$ cat config.mk
export PLATFORM = sky130hd
export DESIGN_NAME = char_text_renderer_flat
export DESIGN_NICKNAME = d
export VERILOG_FILES = /design/src/rtl/char_disp_pkg.sv /design/src/rtl/char_text_renderer_if.sv /design/src/rtl/char_text_renderer_sig_delay_line.sv /design/src/rtl/char_text_renderer.sv /design/src/flat_wrapper.sv
export SDC_FILE = /design/constraint.sdc
export NUM_CORES = 1
export LEC_CHECK = 0
export ABC_AREA = 1
export CORE_MARGIN = 2
export CORE_UTILIZATION = 47
export CTS_CLUSTER_DIAMETER = 40
export DETAILED_ROUTE_END_ITERATION = 16
export PLACE_DENSITY = 0.84
export SKIP_LAST_GASP = 1
export SLEW_MARGIN = 20
export SYNTH_ARGS = -nofsm -noshare
export SYNTH_HDL_FRONTEND = slang
export SYNTH_SLANG_ARGS = --single-unit
$ cat constraint.sdc
create_clock -name clk -period 4.24 [get_ports clk]
set_clock_uncertainty 0.2 [all_clocks]
set_input_delay 0.848 -clock clk [delete_from_list [all_inputs] [get_ports clk]]
set_output_delay 0.848 -clock clk [all_outputs]
set_load 0.01 [all_outputs]
$ cat src/rtl/char_disp_pkg.sv
// Shared constants and cell-coordinate types for the text-mode renderer.
package char_disp_pkg;

   localparam int   CELL_W            = 8;     // pixels per character cell, horizontally
   localparam int   CELL_H            = 8;     // pixel rows per character cell
   localparam int   LAT               = 5;     // input-to-output latency in clocks
   localparam logic SYNC_IDLE_DEFAULT = 1'b1;  // inactive sync level

   typedef logic [6:0] col_t;                  // text column index
   typedef logic [5:0] row_t;                  // text row index

endpackage

$ cat src/rtl/char_text_renderer_if.sv
// Fetch bus between the renderer and its two memories.
// The renderer drives the text RAM address and the char_gen_rom address.
// The two memories return their data one clock after sampling the address.
interface char_text_renderer_if #(
   parameter int TADDR_W = 13
);
   logic [TADDR_W-1:0] tram_addr;   // text RAM read address
   logic [7:0]         tram_data;   // text RAM read data, bit7 unused
   logic [6:0]         char_addr;   // character code to the font ROM
   logic [2:0]         row_addr;    // pixel row within the glyph
   logic [7:0]         font_data;   // glyph row, bit0 = leftmost pixel

   modport master (output tram_addr, char_addr, row_addr, input tram_data, font_data);
   modport slave  (input tram_addr, char_addr, row_addr, output tram_data, font_data);
endinterface

$ cat src/rtl/char_text_renderer_sig_delay_line.sv
// Fixed-depth register delay line with a synchronous reset value.
// Used for the sync/enable pipe and for the side-band coordinate pipe.
module sig_delay_line #(
   parameter int               WIDTH     = 1,
   parameter int               DEPTH     = 1,
   parameter logic [WIDTH-1:0] RESET_VAL = '0
) (
   input  logic             clk,
   input  logic             reset,
   input  logic [WIDTH-1:0] din,
   output logic [WIDTH-1:0] dout
);

   genvar gi;
   generate
      for (gi = 0; gi < DEPTH; gi++) begin : g_stage
         logic [WIDTH-1:0] q_reg;
         if (gi == 0) begin : g_first
            // first stage captures the input
            always_ff @(posedge clk) begin
               if (reset) q_reg <= RESET_VAL;
               else       q_reg <= din;
            end
         end else begin : g_next
            // later stages shift the previous stage along
            always_ff @(posedge clk) begin
               if (reset) q_reg <= RESET_VAL;
               else       q_reg <= g_stage[gi-1].q_reg;
            end
         end
      end
   endgenerate

   assign dout = g_stage[DEPTH-1].q_reg;

endmodule

$ cat src/rtl/char_text_renderer.sv
// Pixel-rate text-mode renderer: pixel coordinates -> text RAM read ->
// font ROM read -> coloured pixel, with sync/enable delayed by the same
// five clocks. Optional block cursor is enabled with the CHAR_CURSOR_EN macro.
module char_text_renderer
   import char_disp_pkg::*;
#(
   parameter int   H_CHARS   = 80,
   parameter int   V_ROWS    = 60,
   parameter int   TADDR_W   = 13,
   parameter int   COLOR_W   = 16,
   parameter logic SYNC_IDLE = SYNC_IDLE_DEFAULT
) (
   input  logic               clk,
   input  logic               reset,
   input  logic [9:0]         h_cnt,
   input  logic [9:0]         v_cnt,
   input  logic               de_in,
   input  logic               hsync_in,
   input  logic               vsync_in,
   char_text_renderer_if.master mem,
   input  logic [COLOR_W-1:0] fg_color,
   input  logic [COLOR_W-1:0] bg_color,
`ifdef CHAR_CURSOR_EN
   input  col_t               cursor_col,
   input  row_t               cursor_row,
`endif
   output logic [COLOR_W-1:0] pixel_out,
   output logic               de_out,
   output logic               hsync_out,
   output logic               vsync_out
);

   col_t               cell_col;
   logic [6:0]         cell_row;
   logic               in_range;
   logic [TADDR_W-1:0] cell_idx;
   logic               cursor_inv;
   logic [TADDR_W-1:0] tram_addr_reg;
   logic [6:0]         char_addr_reg;
   logic [2:0]         row_addr_reg;
   logic [COLOR_W-1:0] pixel_reg;
   logic [8:0]         side_a_q;
   logic [5:0]         side_b_q;
   logic [2:0]         sync_q;
   logic               font_bit;
   logic               unused_bits;

   assign cell_col = h_cnt[9:3];
   assign cell_row = v_cnt[9:3];
   assign in_range = (10'(cell_col) < 10'(H_CHARS)) && (10'(cell_row) < 10'(V_ROWS));
   assign cell_idx = TADDR_W'(32'(cell_row) * H_CHARS + 32'(cell_col));

`ifdef CHAR_CURSOR_EN
   logic [4:0] frame_cnt_reg;
   logic       vsync_prev_reg;

   // count vsync assertion edges; bit 4 gives a 32-frame blink
   always_ff @(posedge clk) begin
      if (reset) begin
         frame_cnt_reg  <= '0;
         vsync_prev_reg <= SYNC_IDLE;
      end else begin
         vsync_prev_reg <= vsync_in;
         if (vsync_prev_reg == SYNC_IDLE && vsync_in != SYNC_IDLE)
            frame_cnt_reg <= frame_cnt_reg + 5'd1;
      end
   end

   assign cursor_inv = frame_cnt_reg[4] && (cell_col == cursor_col) &&
                       (cell_row == {1'b0, cursor_row});
`else
   assign cursor_inv = 1'b0;
`endif

   // E0: text RAM address; off-screen or blanked pixels read cell 0
   always_ff @(posedge clk) begin
      if (reset) tram_addr_reg <= '0;
      else       tram_addr_reg <= (de_in && in_range) ? cell_idx : '0;
   end

   // E0..E1: glyph row, pixel column, enable, in-range and cursor flag
   sig_delay_line #(.WIDTH(9), .DEPTH(2), .RESET_VAL('0)) u_side_a (
      .clk  (clk),
      .reset(reset),
      .din  ({v_cnt[2:0], h_cnt[2:0], de_in, in_range, cursor_inv}),
      .dout (side_a_q)
   );

   // E2: font ROM address from the fetched character and the carried row
   always_ff @(posedge clk) begin
      if (reset) begin
         char_addr_reg <= '0;
         row_addr_reg  <= '0;
      end else begin
         char_addr_reg <= mem.tram_data[6:0];
         row_addr_reg  <= side_a_q[8:6];
      end
   end

   // E2..E3: carry the per-pixel side band alongside the ROM access
   sig_delay_line #(.WIDTH(6), .DEPTH(2), .RESET_VAL('0)) u_side_b (
      .clk  (clk),
      .reset(reset),
      .din  (side_a_q[5:0]),
      .dout (side_b_q)
   );

   assign font_bit = mem.font_data[side_b_q[5:3]] ^ side_b_q[0];

   // E4: colour the pixel; blanking gives 0, off-screen cells give background
   always_ff @(posedge clk) begin
      if (reset)             pixel_reg <= '0;
      else if (!side_b_q[2]) pixel_reg <= '0;
      else if (side_b_q[1] && font_bit) pixel_reg <= fg_color;
      else                   pixel_reg <= bg_color;
   end

   // sync and enable follow the pixel pipe with identical latency
   sig_delay_line #(.WIDTH(3), .DEPTH(LAT), .RESET_VAL({SYNC_IDLE, SYNC_IDLE, 1'b0})) u_sync (
      .clk  (clk),
      .reset(reset),
      .din  ({hsync_in, vsync_in, de_in}),
      .dout (sync_q)
   );

   assign mem.tram_addr = tram_addr_reg;
   assign mem.char_addr = char_addr_reg;
   assign mem.row_addr  = row_addr_reg;
   assign pixel_out     = pixel_reg;
   assign hsync_out     = sync_q[2];
   assign vsync_out     = sync_q[1];
   assign de_out        = sync_q[0];
   assign unused_bits   = mem.tram_data[7];

endmodule

$ cat src/flat_wrapper.sv
// flat-port wrapper written by rule: the top's interface ports become plain ports
module char_text_renderer_flat import char_disp_pkg::*;
#(
   parameter int   H_CHARS   = 80,
   parameter int   V_ROWS    = 60,
   parameter int   TADDR_W   = 13,
   parameter int   COLOR_W   = 16,
   parameter logic SYNC_IDLE = SYNC_IDLE_DEFAULT
)
  (clk, reset, h_cnt, v_cnt, de_in, hsync_in, vsync_in, fg_color, bg_color, pixel_out, de_out, hsync_out, vsync_out, mem_tram_addr, mem_char_addr, mem_row_addr, mem_tram_data, mem_font_data);
  char_text_renderer_if #(.TADDR_W(TADDR_W)) mem_i ();
  input  logic clk;
  input  logic reset;
  input  logic [9:0] h_cnt;
  input  logic [9:0] v_cnt;
  input  logic de_in;
  input  logic hsync_in;
  input  logic vsync_in;
  input  logic [COLOR_W-1:0] fg_color;
  input  logic [COLOR_W-1:0] bg_color;
  output logic [COLOR_W-1:0] pixel_out;
  output logic de_out;
  output logic hsync_out;
  output logic vsync_out;
  output wire logic [$bits(mem_i.tram_addr)-1:0] mem_tram_addr;
  output wire logic [$bits(mem_i.char_addr)-1:0] mem_char_addr;
  output wire logic [$bits(mem_i.row_addr)-1:0] mem_row_addr;
  input wire logic [$bits(mem_i.tram_data)-1:0] mem_tram_data;
  input wire logic [$bits(mem_i.font_data)-1:0] mem_font_data;
  assign mem_tram_addr = mem_i.tram_addr;
  assign mem_char_addr = mem_i.char_addr;
  assign mem_row_addr = mem_i.row_addr;
  assign mem_i.tram_data = mem_tram_data;
  assign mem_i.font_data = mem_font_data;
  char_text_renderer #(.H_CHARS(H_CHARS), .V_ROWS(V_ROWS), .TADDR_W(TADDR_W), .COLOR_W(COLOR_W), .SYNC_IDLE(SYNC_IDLE)) u_core (.clk(clk), .reset(reset), .h_cnt(h_cnt), .v_cnt(v_cnt), .de_in(de_in), .hsync_in(hsync_in), .vsync_in(vsync_in), .mem(mem_i), .fg_color(fg_color), .bg_color(bg_color), .pixel_out(pixel_out), .de_out(de_out), .hsync_out(hsync_out), .vsync_out(vsync_out));
endmodule
== After elaboration in Yosys (flattened, before gate mapping) ==
Cells that the tools add are included.
Cells by class
  $mul: 1
  add/sub/neg operators: 1
  reduce and logical (&&, ||, !) cells: 5
  $lt $le $gt $ge: 3
  mux-type cells: 3
  bitwise gates (word level): 3
Operator list (count)
  two-way mux 16 bit: 1
  adder 13 x 7 -> 13 bit: 1
  multiplier 7 x 3 -> 9 bit, second input constant: 1
  less-than comparator 7 x 6 -> 1 bit, second input constant: 1
  less-than comparator 7 bit, second input constant: 1
  less-than comparator 3 x 4 -> 1 bit, second input constant: 1
  OR reduction 2 bit: 2
  binary-select mux 1 bit (select 3 bit): 1
  logical AND 1 bit: 3
  NOT 1 bit: 2
  two-way mux 1 bit: 1
  bitwise XOR 1 bit: 1
Storage, ports and cells
  output and inout bits: 42
  logic and storage cells: 30
  bits in registers: 84

== Longest topological paths before layout ==
Gate-level depths: netlist (run 1).
  depth after elaboration: 5
  depth in mapped cells: 12
  gate-level depth less buffers: 12

== By module ==
From an unflattened synthesis (run 1), not the netlist that was laid out.
Unflattened totals
  cells, all modules: 437
  area, all modules: 3350.7 µm²
By module, submodules not included
  char_text_renderer: cells an instance 298, sequential area each 780.7 µm², area an instance 2068.2 µm², times used 1
  sig_delay_line at u_core.u_side_a: cells an instance 56, sequential area each 360.3 µm², area an instance 521.8 µm², times used 1
  sig_delay_line at u_core.u_sync: cells an instance 46, sequential area each 300.3 µm², area an instance 419.2 µm², times used 1
  sig_delay_line at u_core.u_side_b: cells an instance 37, sequential area each 240.2 µm², area an instance 341.6 µm², times used 1

== Worst setup path after synthesis (run 1) ==
Ideal clock, no wire load.
  path kind: input -> register
  start point: input port v_cnt[4]
  end point: register u_core.tram_addr_reg[12], in the netlist u_core.mem.tram_addr[12]
  path slack: 1.562 ns
  cell stages on the path: 10
  library setup time: 0.113 ns
  arrival time: 2.365 ns
  required time: 3.927 ns
  cells stage by stage: ha_1 ha_1 fa_1 nand2_1 inv_1 nand2_1 nor2_1 nand3_1 nor2_1 nor2_1
Between the ends
  cells in the longest elaborated chain, start to end: 5
Ends and longest elaborated chain
  from (decl): line flat_wrapper.sv:15  | input logic [9:0] v_cnt;
  branches (longest 5 deep; another with adder 13 x 7 -> 13 bit)
  to (signal assigned): line char_text_renderer.sv:78  | else tram_addr_reg <= (de_in && in_range) ? cell_idx : '0;
  to (decl): line char_text_renderer.sv:38  | logic [TADDR_W-1:0] tram_addr_reg;
Several ways; the timed one is not identified.
A chain may end at the register's enable or synchronous reset.

== Worst setup path after layout (run 1) ==
Ends and elaborated chain as after synthesis.

==> results_dict.tcl, run 1 <==
set metrics [dict create \
    slowest_stage "fa_1" \
    h-tree-depth 3 \
    p_comb_share_pct 14.3 \
    path_cells "clkdlybuf4s50_1 -> ha_1 -> ha_1 -> fa_1 -> nand2_1 -> inv_1 -> nand2_1 -> nor2_1 -> nand3_1 -> nand2_1 -> nand2_1 -> nor2_1" \
    synth_top_cell_area_share_pct 51.14 \
    wirelength_um 6249 \
    setup_viol 0 \
    syn_to_final_growth_pct 44.70 \
    fp.dieH_um 83.57 \
    async_flop_share_pct 0 \
    setup_slack_ps 1245 \
    avgSynthCellArea_um2 7.830 \
    place_ws_ps 889.1 \
    powerDensity_mw_per_mm2 328.6 \
    holdBufCountCts 0 \
    cp_top_family "adder cells" \
    ys.flop_type "dfxtp_1" \
    root_buffer "clkbuf_8" \
    antenna_found_initial 0 \
    vias_per_cell 4.375 \
    cts_setup_buffers 0 \
    ys_seq_area_share_pct 51.14 \
    core-area_mm2 0.006026 \
    cpPeakStageDelay_ps 520 \
    drt_iter0_markers 91 \
    initial_utilization_pct 49.38 \
    synth_cell_types 27 \
    final_layout_size_suffix_gt1_share_pct 6.814 \
    std_cell_rows 28 \
    power_switching_w 0.0003271 \
    place.gp.congestion 0.8549 \
    critical_path_class "in -> reg" \
    hold_viol_final 0 \
    nFillCells 483 \
    top_layer "met4" \
    grt_max_degree 48 \
    tns_ps 0 \
    crit_path_start_kind "primary input" \
    p_clk_share_pct 33.4 \
    postRouteAntennaNets 0 \
    vdd_drop_max_v 0.0002110 \
    cts.sinks 76 \
    drv_cap 0 \
    grt_pass1_vias 2280 \
    seq_area_mm2 0.001521 \
    finalNetCount 583 \
    ys_ff_latch 76 \
    syn-num-nets 468 \
    avgRoutedWirePerCell_um 10.89 \
    tightest_slew_ps 1133 \
    worstPathRequired_ps 4310 \
    synth-edff-count 0 \
    status "complete, no violations" \
    cts_made_buffers 9 \
    min_period_ps 2995 \
    yosys_warnings 0 \
    largest_reg_flops 16 \
    path_common_cell "nand2_1" \
    dr.pass1.iters 4 \
    grt_pass1_wl_um 10180 \
    portBuffers 113 \
    met2_length_um 2869 \
    yosysTopAreaCell "dfxtp_1" \
    clkSlewWorstSetupHoldPaths_ps 70 \
    route.detailed.drc 0 \
    intPower_w 0.001087 \
    max_freq_mhz 333.9 \
    seqPwrFrac_pct 52.3 \
    period_share_pct 70.64 \
    crit_path_max_fanout 3 \
    leakage_nw 2.041 \
    multiInputGateArea_mm2 0.001084 \
    cp_num_buf_inv 2 \
    synth_most_common_cell "inv_1" \
    slew_headroom_pct 24.20 \
    grt_usage_pct 18.23 \
    netlist_area_mm2 0.002975 \
    clk_path_buf_depth 2 \
    post-dp-hpwl_um 4731 \
    cts_tree "built" \
    die_width_um 83.57 \
    arrival_ps 3070 \
    cts-resized-gates 0 \
    yosys-top-cells-count "82 x inv_1, 79 x nor2_1, 76 x dfxtp_1" \
    endpoint_kind "flip-flop" \
    die_area_mm2 0.006983 \
    insertion_delay_ps 330 \
    synth_cells 380 \
    diodes 0 \
    overflow 0 \
    p_sw_share_pct 23.13 \
    report.final.slew_viol_count 0 \
    grt_setup_unrepaired "false" \
    wl_met3_um 408 \
    ioPinCount 115 \
    num_vias 2511 \
    hp-class "reg -> reg" \
    wl_met1_um 2830 \
    synth_area_leaders "dfxtp_1 51%, inv_1 10%, nor2_1 10%, nand2_1 8.7%, ha_1 5.5%" \
]
## layer usage
metal | up-vias | GRT usage (%)
li1 | 1334 | -
met1 | 1083 | 22.59
met2 | 85 | 29.45
met3 | 9 | 5.341
met4 | 0 | 7.918
met5 | - | 0
## per-stage QoR
step	utilization [%]	hold WS, ps	cells	total power [W]	cell area (um2)
after floorplan	-	188.3	380	0.0008552	2975
after global placement	68.65	190.0	559	0.0009518	4136
after detailed placement	68.65	192.3	559	0.0009576	4136
after CTS	71.45	198.3	574	0.001432	4305
after global routing	71.45	213.8	574	0.001490	4305
final	71.45	197.5	574	0.001415	4305
## layout make-up
type	count	area share, %
multi-input cells	212	25.17
clock buffers	13	3.691
flip-flops and latches	76	35.34
inverters	83	7.236
repair buffers	113	26.16
well taps	75	2.180
clock inverters	2	0.2325
## cell usage in the layout, fill, tap and decap left out, types with 2 or more instances in the layout
| master | n |
|---|---|
| dfxtp_1 | 76 |
| clkinv_2 | 2 |
| clkbuf_1 | 2 |
| ha_1 | 13 |
| clkbuf_8 | 11 |
| clkdlybuf4s50_1 | 112 |
| nand4_1 | 6 |
| nand3_1 | 12 |
| nor3b_1 | 2 |
| inv_1 | 82 |
| or2_2 | 11 |
| nor2_1 | 79 |
| a21oi_1 | 4 |
| nor2_2 | 3 |
| fa_1 | 2 |
| nand2_1 | 69 |
## power groups by stage
stage / sequential, W / clock [W] / combinational, W
2_1_floorplan: 0.000760 / 0 / 0.0000953
3_3_place_gp: 0.000755 / 0 / 0.000196
3_5_place_dp: 0.000756 / 0 / 0.000202
4_1_cts: 0.000740 / 0.000489 / 0.000203
5_1_grt: 0.000741 / 0.000521 / 0.000227
6_report: 0.000740 / 0.000472 / 0.000203
## path summary, 6_finish.rpt
check | from | end | slack, ps | cells after the start
max reg2reg | u_core.u_sync.g_stage[3].q_reg[0] | u_core.pixel_out[5] | 2520 | 4
min reg2reg | u_core.u_sync.g_stage[1].q_reg[0] | u_core.u_sync.g_stage[2].q_reg[0] | 200 | 2
min | u_core.u_sync.g_stage[1].q_reg[0] | u_core.u_sync.g_stage[2].q_reg[0] | 200 | 2
max | v_cnt[4] | u_core.mem.tram_addr[12] | 1240 | 12
## tightest hold or removal path: stages, from the launching register on
cell and delay [ps]:
dfxtp_1 300, inv_1 40, nor2_1 30
## kinds of logic after synthesis
kind of cell    count (synthesis)  share of synthesized area, %
buf+inv                        92                         12.45
flops                          76                         51.14
compound gates                  6                         1.093
simple gates                  190                         28.22
fa+ha+maj                      15                         6.813
xor+xnor                        1                        0.2944
No activity file was read; power rests on OpenSTA's default activity.
==> run 2: changes to the inputs <==
--- a/config.mk
+++ b/config.mk
@@ -7,10 +7,10 @@
 export LEC_CHECK = 0
 export ABC_AREA = 1
 export CORE_MARGIN = 2
-export CORE_UTILIZATION = 47
+export CORE_UTILIZATION = 39
 export CTS_CLUSTER_DIAMETER = 40
 export DETAILED_ROUTE_END_ITERATION = 16
-export PLACE_DENSITY = 0.84
+export PLACE_DENSITY = 0.74
 export SKIP_LAST_GASP = 1
 export SLEW_MARGIN = 20
 export SYNTH_ARGS = -nofsm -noshare
==> constraint.sdc (replaced) <==
create_clock -name clk -period 2.46 [get_ports clk]
set_clock_uncertainty 0.2 [all_clocks]
set_input_delay 0.492 -clock clk [delete_from_list [all_inputs] [get_ports clk]]
set_output_delay 0.492 -clock clk [all_outputs]
set_load 0.01 [all_outputs]
==> results_dict.tcl, run 2 (synthesized netlist as in run 1, its figures left out) <==
set metrics [dict create \
    endpoint_kind "flip-flop" \
    vdd_drop_max_v 0.0002613 \
    cp_num_buf_inv 2 \
    die_width_um 91.35 \
    std_cell_rows 31 \
    seqPwrFrac_pct 49.6 \
    cpPeakStageDelay_ps 550 \
    whs_ps 194.7 \
    largest_reg_flops 16 \
    overflow 0 \
    grt_usage_pct 15.84 \
    path_cells "clkdlybuf4s50_1 -> ha_4 -> fa_1 -> nand2_1 -> inv_2 -> nand2_1 -> nor2_1 -> nand3_1 -> nand2_1 -> nor2_1" \
    met2_length_um 2858 \
    final_cell_mix "109 x clkdlybuf4s50_1, 81 x inv_1, 78 x nor2_1, 76 x dfxtp_1, 68 x nand2_1" \
    max_freq_mhz 427.7 \
    clk_path_buf_depth 2 \
    place.gp.congestion 0.8281 \
    h-tree-depth 3 \
    p_comb_share_pct 15.6 \
    p_clk_share_pct 34.9 \
    leakage_nw 2.153 \
    final_layout_size_suffix_gt1_share_pct 12.21 \
    vias_per_cell 4.148 \
    worstPathRequired_ps 2490 \
    wirelength_um 6355 \
    final_cell_count_no_fill 615 \
    p_sw_share_pct 24.18 \
    grt_max_degree 47 \
    cts_tree "built" \
    holdBufCountCts 0 \
    wl_met3_um 418 \
    hp-class "reg -> reg" \
    wl_met1_um 2961 \
    dr.pass1.iters 5 \
    num_vias 2551 \
    status "complete, no violations" \
    cp_top_family "adder cells" \
    drt_iter0_markers 66 \
    report.final.slew_viol_count 0 \
    dp.cells 598 \
    period_share_pct 95.03 \
    cts_made_buffers 9 \
    crit_path_max_fanout 3 \
    clkSlewWorstSetupHoldPaths_ps 80 \
    arrival_ps 2370 \
    initial_utilization_pct 40.59 \
    grt_pass1_wl_um 10510 \
    antenna_found_initial 0 \
    intPower_w 0.001949 \
    final_area_mm2 0.004544 \
    powerDensity_mw_per_mm2 565.7 \
    diodes 0 \
    syn_to_final_growth_pct 52.73 \
    insertion_delay_ps 340 \
    portBuffers 113 \
    slew_headroom_pct 72.67 \
    grt_pass1_vias 2448 \
    die_area_mm2 0.008344 \
    avgRoutedWirePerCell_um 10.33 \
    grt_setup_unrepaired "false" \
    hold_viol_final 0 \
    ioPinCount 115 \
    finalNetCount 599 \
    crit_path_start_kind "primary input" \
    post-dp-hpwl_um 4787 \
    slowest_stage "fa_1" \
    place_area_mm2 0.004279 \
    min_period_ps 2338 \
    path_common_cell "nand2_1" \
    route.detailed.drc 0 \
    root_buffer "clkbuf_8" \
    setup_viol 0 \
    drv_cap 0 \
    fp.dieH_um 91.35 \
    top_layer "met4" \
    power_switching_w 0.0006215 \
    core-area_mm2 0.007331 \
    layout_commonest_cell "clkdlybuf4s50_1" \
    tightest_slew_ps 409.9 \
    cts.sinks 76 \
    critical_path_class "in -> reg" \
    postRouteAntennaNets 0 \
]
[run 2: power by group through the flow]
stage               clock network [W]  logic (W)  registers (W)
global route                 0.000988   0.000445        0.00128
global placement                    0   0.000369        0.00130
CTS                          0.000925   0.000382        0.00127
detailed placement                  0   0.000378        0.00130
floorplan                           0   0.000164        0.00131
finish                       0.000896   0.000400        0.00127
[run 2: metal layers]
metal,track usage [%],vias to the layer above
met1,18.90,1082
met2,26.23,88
li1,-,1371
met4,7.576,0
met5,0,-
met3,4.481,10
[run 2: worst reg2reg max path, delay by kind of cell, from the launching register on]
family | cells | cell delay, ps
buffers and inverters | 1 | 70
and+or+nand+nor | 7 | 880
DFF | 1 | 400
[run 2: cell type report]
type	instances	area, um2
timing repair buffer	129	1254
sequential	76	1521
clock buffer	12	165.2
fill	613	2786
tap	99	123.9
inverter	83	311.5
multi-input combinational	212	1139
clock inverter	4	30.03
[run 2: repair_timing]
| item | 4_1_cts | 5_1_grt |
|---|---|---|
| resized for setup | 1 | 13 |
| pin swaps | 1 | 4 |
| setup endpoints to repair | 3 | 4 |
| hold endpoints to repair | 0 | 0 |
| buffers inserted | 0 | 1 |
[run 2: path summary, 6_finish.rpt]
kind	slack, ps	start	to	depth (start not counted)
min	190	u_core.u_side_a.g_stage[0].q_reg[5]	u_core.u_side_a.dout[5]	2
max reg2reg	810	u_core.u_side_b.dout[3]	u_core.pixel_out[4]	8
max	120	v_cnt[7]	u_core.mem.tram_addr[11]	10
min reg2reg	190	u_core.u_side_a.g_stage[0].q_reg[5]	u_core.u_side_a.dout[5]	2
[run 2: metrics by stage]
| stage | setup WS (ps) | power (W) | setup TNS [ps] | util, % |
|---|---|---|---|---|
| finish | 122.2 | 0.002571 | 0 | 61.99 |
| floorplan | 137.7 | 0.001474 | 0 | - |
| CTS | -25.37 | 0.002583 | -63.15 | 61.07 |
| global placement | -365.3 | 0.001671 | -1452 | 58.37 |
| global route | 18.40 | 0.002711 | 0 | 61.99 |
| detailed placement | -444.6 | 0.001681 | -1840 | 58.37 |
